==> config.mk <==
export PLATFORM = sky130hd
export DESIGN_NAME = svc_debounce
export DESIGN_NICKNAME = d
export VERILOG_FILES = /design/src/rtl/svc_debounce_pkg.sv /design/src/rtl/svc_debounce_chan.sv /design/src/rtl/svc_debounce.sv
export SDC_FILE = /design/constraint.sdc
export NUM_CORES = 1
export LEC_CHECK = 0
export CORE_AREA = 2 2 39 41
export DETAILED_ROUTE_END_ITERATION = 8
export DIE_AREA = 0 0 41 43
export GPL_TIMING_DRIVEN = 1
export PLACE_DENSITY = 0.51
export SLEW_MARGIN = 20
export SYNTH_ARGS = -nofsm -noshare
export SYNTH_HDL_FRONTEND = slang
export SYNTH_SLANG_ARGS = --single-unit
==> constraint.sdc <==
create_clock -name clk -period 1.5 [get_ports clk]
set_input_delay 0.15 -clock clk [delete_from_list [all_inputs] [get_ports clk]]
set_output_delay 0.15 -clock clk [all_outputs]
set_load 0.005 [all_outputs]
==> src/rtl/svc_debounce_pkg.sv <==
// svc_debounce_pkg: per-channel state encoding shared by the debouncer files
package svc_debounce_pkg;

    localparam logic ST_STABLE   = 1'b0;
    localparam logic ST_COUNTING = 1'b1;

endpackage

==> src/rtl/svc_debounce_chan.sv <==
// svc_debounce_chan: one debounced channel, accepts a new level after STABLE_CYCLES differing samples
module svc_debounce_chan
    import svc_debounce_pkg::*;
#(
    parameter int   STABLE_CYCLES = 16,
    parameter logic RST_VAL       = 1'b0
) (
    input  logic clk,
    input  logic rst_n,
    input  logic d,
    output logic q,
    output logic rise,
    output logic fall,
    output logic busy
);

    localparam int CW = $clog2(STABLE_CYCLES);
    localparam logic [CW-1:0] LAST = CW'(STABLE_CYCLES - 1);

    logic [CW-1:0] r_cnt;
    logic          r_q;
    logic          r_rise;
    logic          r_fall;
    logic [CW-1:0] w_cnt_nxt;
    logic          w_diff;
    logic          w_accept;
    logic          w_state;

    always_comb begin
        w_diff    = d ^ r_q;
        w_accept  = w_diff && (r_cnt == LAST);
        // any sample matching q, or an accepted change, restarts the window
        w_cnt_nxt = (!w_diff || w_accept) ? '0 : r_cnt + CW'(1);
        w_state   = (r_cnt != '0) ? ST_COUNTING : ST_STABLE;
    end

    always_ff @(posedge clk or negedge rst_n) begin
        if (!rst_n) begin
            r_cnt  <= '0;
            r_q    <= RST_VAL;
            r_rise <= 1'b0;
            r_fall <= 1'b0;
        end else begin
            r_cnt  <= w_cnt_nxt;
            r_q    <= w_accept ? d : r_q;
            r_rise <= w_accept & d;
            r_fall <= w_accept & ~d;
        end
    end

    assign q    = r_q;
    assign rise = r_rise;
    assign fall = r_fall;
    assign busy = (w_state == ST_COUNTING);

endmodule

==> src/rtl/svc_debounce.sv <==
// svc_debounce: WIDTH independent debounced channels with edge pulses and busy flags
module svc_debounce #(
    parameter int             WIDTH         = 1,
    parameter int             STABLE_CYCLES = 16,
    parameter logic [WIDTH-1:0] RST_VAL     = '0
) (
    input  logic             clk,
    input  logic             rst_n,
    input  logic [WIDTH-1:0] d,
    output logic [WIDTH-1:0] q,
    output logic [WIDTH-1:0] rise,
    output logic [WIDTH-1:0] fall,
    output logic [WIDTH-1:0] busy
);

    for (genvar i = 0; i < WIDTH; i++) begin : g_chan
        svc_debounce_chan #(
            .STABLE_CYCLES (STABLE_CYCLES),
            .RST_VAL       (RST_VAL[i])
        ) u_chan (
            .clk   (clk),
            .rst_n (rst_n),
            .d     (d[i]),
            .q     (q[i]),
            .rise  (rise[i]),
            .fall  (fall[i]),
            .busy  (busy[i])
        );
    end

endmodule

Word-level counts from Yosys, hierarchy flattened --
Cells that the tools add are included.
Cells by class: reductions and logical operators 4, equal/unequal tests 1, bitwise logic cells 4, mux-type cells 2, add/subtract/negate cells 1
Operator list (count):
- $add 4x1->4 const B | 1
- $eq 4x4->1 const B | 1
- $mux 4 | 1
- $reduce_bool 4->1 | 1
- $and 1x1->1 | 2
- $logic_and 1x1->1 | 1
- $logic_not 1->1 | 1
- $logic_or 1x1->1 | 1
- $mux 1 | 1
- $not 1->1 | 1
- $xor 1x1->1 | 1
Storage, ports and cells: register bits 7, input bits 3, output and inout bits 4

Logic depth before layout (Yosys ltp) --
depth in word-level cells 4, depth in mapped cells 4, mapped depth without buffers 4

Worst setup path after synthesis --
OpenSTA, ideal clock, no wires.
path kind register to register, start register g_chan[0].u_chan.r_cnt[0], end register g_chan[0].u_chan.r_q, required time 1.375 ns, buffers on the path 0, arrival 1.012 ns, setup slack 0.363 ns, cell stages (with the launch flop) 4, cell sequence dfrtp_1 > ha_1 > nand3_2 > mux2_4
On the way: word-level cells in the longest chain between the ends 2
Ends and longest elaborated chain:
- from (decl) | line svc_debounce_chan.sv:20 | logic [CW-1:0] r_cnt;
- from (signal assigned) | line svc_debounce_chan.sv:44 | r_cnt <= w_cnt_nxt;
- $eq 4x4->1 | line svc_debounce_chan.sv:31 | w_accept = w_diff && (r_cnt == LAST);
- $logic_and 1x1->1 | line svc_debounce_chan.sv:31
- to (signal assigned) | line svc_debounce_chan.sv:45 | r_q <= w_accept ? d : r_q;
- to (decl) | line svc_debounce_chan.sv:21 | logic r_q;
No other way between the ends. A chain may end at the register's enable or synchronous reset.

Final worst setup path --
start register g_chan[0].u_chan.r_q, end output port q
RTL lines:
- to (decl) | line svc_debounce.sv:10 | output logic [WIDTH-1:0] q,
No word-level cell between the ends.

==> impl_metrics.csv <==
group,metric,value,unit
route,drc_errors,0,
finish,final_cell_mix,"7 x dfrtp_1, 5 x nor2_1, 5 x clkdlybuf4s50_1",
critical_path,crit_family,"buffers and inverters",
finish,drive_above_1_share,17.9,%
grt,grtUsageTotal,8.63,%
die,core-area,0.00138,mm^2
power,p_switching,112,uW
synthesis,synth-xor-area-share,8.43,%
synthesis,ys_ff_latch,7,
synthesis,syn_area,312,um^2
synthesis,synth_top_family_by_area,"simple AND/OR/NAND/NOR gates",
critical_path,path_cells,"clkdlybuf4s50_1",
finish,layout.nets,45,
timing,rsz0062_at_grt,"no",
die,die_y,43,um
finish,fill_cells,161,
power,p_int,353,uW
timing,slew_violations,0,
timing,fin_setup_tns,0,ns
critical_path,crit_buf_inv,1,
clock_network,h-tree-depth,1,
finish,layout_commonest_cell,"dfrtp_1",
route,wirelength,535,um
grt,grt_busiest_layer,"met2",
power,clkPwrFrac,35.2,%
die,design.die.area,0.00176,mm^2
grt,grt_util_met2,13.1,%
timing,max_clock_freq,0.745,GHz
clock_network,cts_tree,"built",
synthesis,syn_inst,27,
critical_path,crit_slowest_cell,"clkdlybuf4s50_1",
critical_path,required,1.35,ns
power,seqPwrFrac,46.4,%
route,dr.first_iter.drc_count,3,
status,outcome,"completed",
critical_path,startpoint_type,"flip-flop",
die,die_width,41,um
grt,use_met3,4.19,%
power,p_per_area,1080,mW/mm^2
power,leakage,0.203,nW
job,maxCapViolCount,0,
critical_path,rrSetupSlack,0.22,ns
synthesis,ys_seq_area_share,56.2,%
grt,grt_pass1_vias,244,
grt,grt_start_max_net_pins,8,
route,ant_nets,0,
clock_network,cts_buffer_depth,2,
synthesis,synth_fa_ha_area_share,8.03,%
synthesis,yosys_warnings,0,
die,num_io_pins,7,
worst_hold_path,hp-class,"in -> async",
placed_design,io_buffers,6,
finish,antenna_cells,0,
synthesis,muxShareOfSynthArea,4.82,%
grt,antenna_found_initial,0,
timing,setup_violations,0,
die,start_util,22.5,%
route,wl_per_cell,9.73,um
route,first_pass_iters,4,
grt,overflow,0,
timing,report.final.hold_viol_count,0,
clock_network,root_buffer,"clkbuf_4",
timing,tightest_slew,0.310,ns
critical_path,worst_path_largest_cell_delay,0.53,ns
power,p_comb_share,18.4,%
placed_design,place.gp.congestion,0.641,
critical_path,worstSetupPathType,"reg -> out",
grt,grt_pass1_wl,931,um
timing,fin_crit,1.34,ns
synthesis,synth.distinct_cells,12,
placed_design,dp_hpwl,424,um
synthesis,syn_nets,32,
clock_network,clock_sinks,7,
finish,syn2layout_area_growth,38.6,%
critical_path,path_max_fanout,5,
clock_network,cts_hold_buf,0,
critical_path,cp.arrival,1.19,ns
synthesis,synth_compound_area_share,0,%
clock_network,clk_pin_slew,0.05,ns
clock_network,clock_latency,0.24,ns
clock_network,cts_inserted_buffers,3,
grt,met1_usage,7.67,%
route,vias_per_cell,4.05,
power,ir_drop,0.486,mV
power,p_sw_share,24.0,%
timing,fin_crit_sh,89.5,%
timing,maxSlewHeadroom,79.2,%
route,via_count,223,
synthesis,syn_area_per_cell,11.5,um^2
critical_path,worst_setup_path_end_kind,"output pin",
timing,skew,0.00252,ns
die,fp-row-count,14,
synthesis,yosys.area_share.simple,18.9,%
timing,whs,0.163,ns
Yosys cell counts:
library cell / number / area share (%)
dfrtp_1: 7 / 56
xor2_1: 1 / 2.8
nand2_1: 1 / 1.2
mux2_4: 1 / 4.8
nor2_1: 5 / 6.0
nand2b_1: 1 / 2.0
inv_1: 3 / 3.6
nor3b_1: 2 / 4.8
xnor2_1: 2 / 5.6
ha_1: 2 / 8.0
nand3_1: 1 / 1.6
nand3_2: 1 / 3.2
timing repair:
action                                  4_1_cts  5_1_grt
setup buffers                                 2        0
endpoints found under the setup margin        1        0
gates resized for setup                       1        0
endpoints found under the hold margin         0        0
layer usage:
layer | part of all wire, % | up-vias
met4 | 0 | 0
met3 | 8.8 | 0
met5 | 0 | -
met2 | 56 | 7
met1 | 35 | 108
li1 | - | 108
sequential cells by signal, indices dropped and copies added, names as in the netlist:
signal and cells:
g_chan.u_chan.fall 1, g_chan.u_chan.q 1, g_chan.u_chan.r_cnt 4, g_chan.u_chan.rise 1
per-stage QoR:
step | setup WS (ns) | cell area (um^2) | power [mW] | cells | util (%)
2_1_floorplan | 0.363 | 312 | 0.260 | 27 | -
3_3_place_gp | 0.207 | 392 | 0.295 | 49 | 28.3
3_5_place_dp | 0.194 | 392 | 0.298 | 49 | 28.3
4_1_cts | 0.138 | 432 | 0.471 | 55 | 31.2
5_1_grt | 0.0822 | 432 | 0.502 | 55 | 31.2
6_report | 0.157 | 432 | 0.465 | 55 | 31.2
cells by family after synthesis:
kind of cell / after synthesis
adder cells (fa/ha/maj): 2
multiplexers: 1
flip-flops: 7
buffers and inverters: 3
XOR/XNOR: 3
AND/OR/NAND/NOR: 11
worst paths after layout:
check | from | to | cells past startpoint
max | g_chan[0].u_chan.q$_DFFE_PN0P_ | q | 1
max in group asynchronous | rst_n | g_chan[0].u_chan.r_cnt[1]$_DFF_PN0_ | 1
min reg2reg | g_chan[0].u_chan.q$_DFFE_PN0P_ | g_chan[0].u_chan.rise$_DFF_PN0_ | 1
min | rst_n | g_chan[0].u_chan.fall$_DFF_PN0_ | 1
min in group clk | g_chan[0].u_chan.q$_DFFE_PN0P_ | g_chan[0].u_chan.rise$_DFF_PN0_ | 1
max reg2reg | g_chan[0].u_chan.r_cnt[0]$_DFF_PN0_ | g_chan[0].u_chan.q$_DFFE_PN0P_ | 4
power groups by stage:
| stage | sequential, mW | combinational, mW | clock [mW] |
|---|---|---|---|
| after floorplan | 0.219 | 0.0411 | 0 |
| after global placement | 0.221 | 0.0744 | 0 |
| after detailed placement | 0.222 | 0.0759 | 0 |
| after CTS | 0.215 | 0.0875 | 0.169 |
| after global routing | 0.217 | 0.103 | 0.182 |
| final | 0.216 | 0.0854 | 0.163 |
cell type report:
| type | count | area [um^2] | share of cell area, % |
|---|---|---|---|
| repair buffers | 8 | 73.8 | 17.1 |
| well taps | 16 | 20.0 | 4.64 |
| clock buffers | 4 | 26.3 | 6.09 |
| flip-flops and latches | 7 | 175 | 40.6 |
| inverters | 3 | 11.3 | 2.61 |
| multi-input cells | 17 | 125 | 29.0 |
Power figures use the tool's default switching activity.
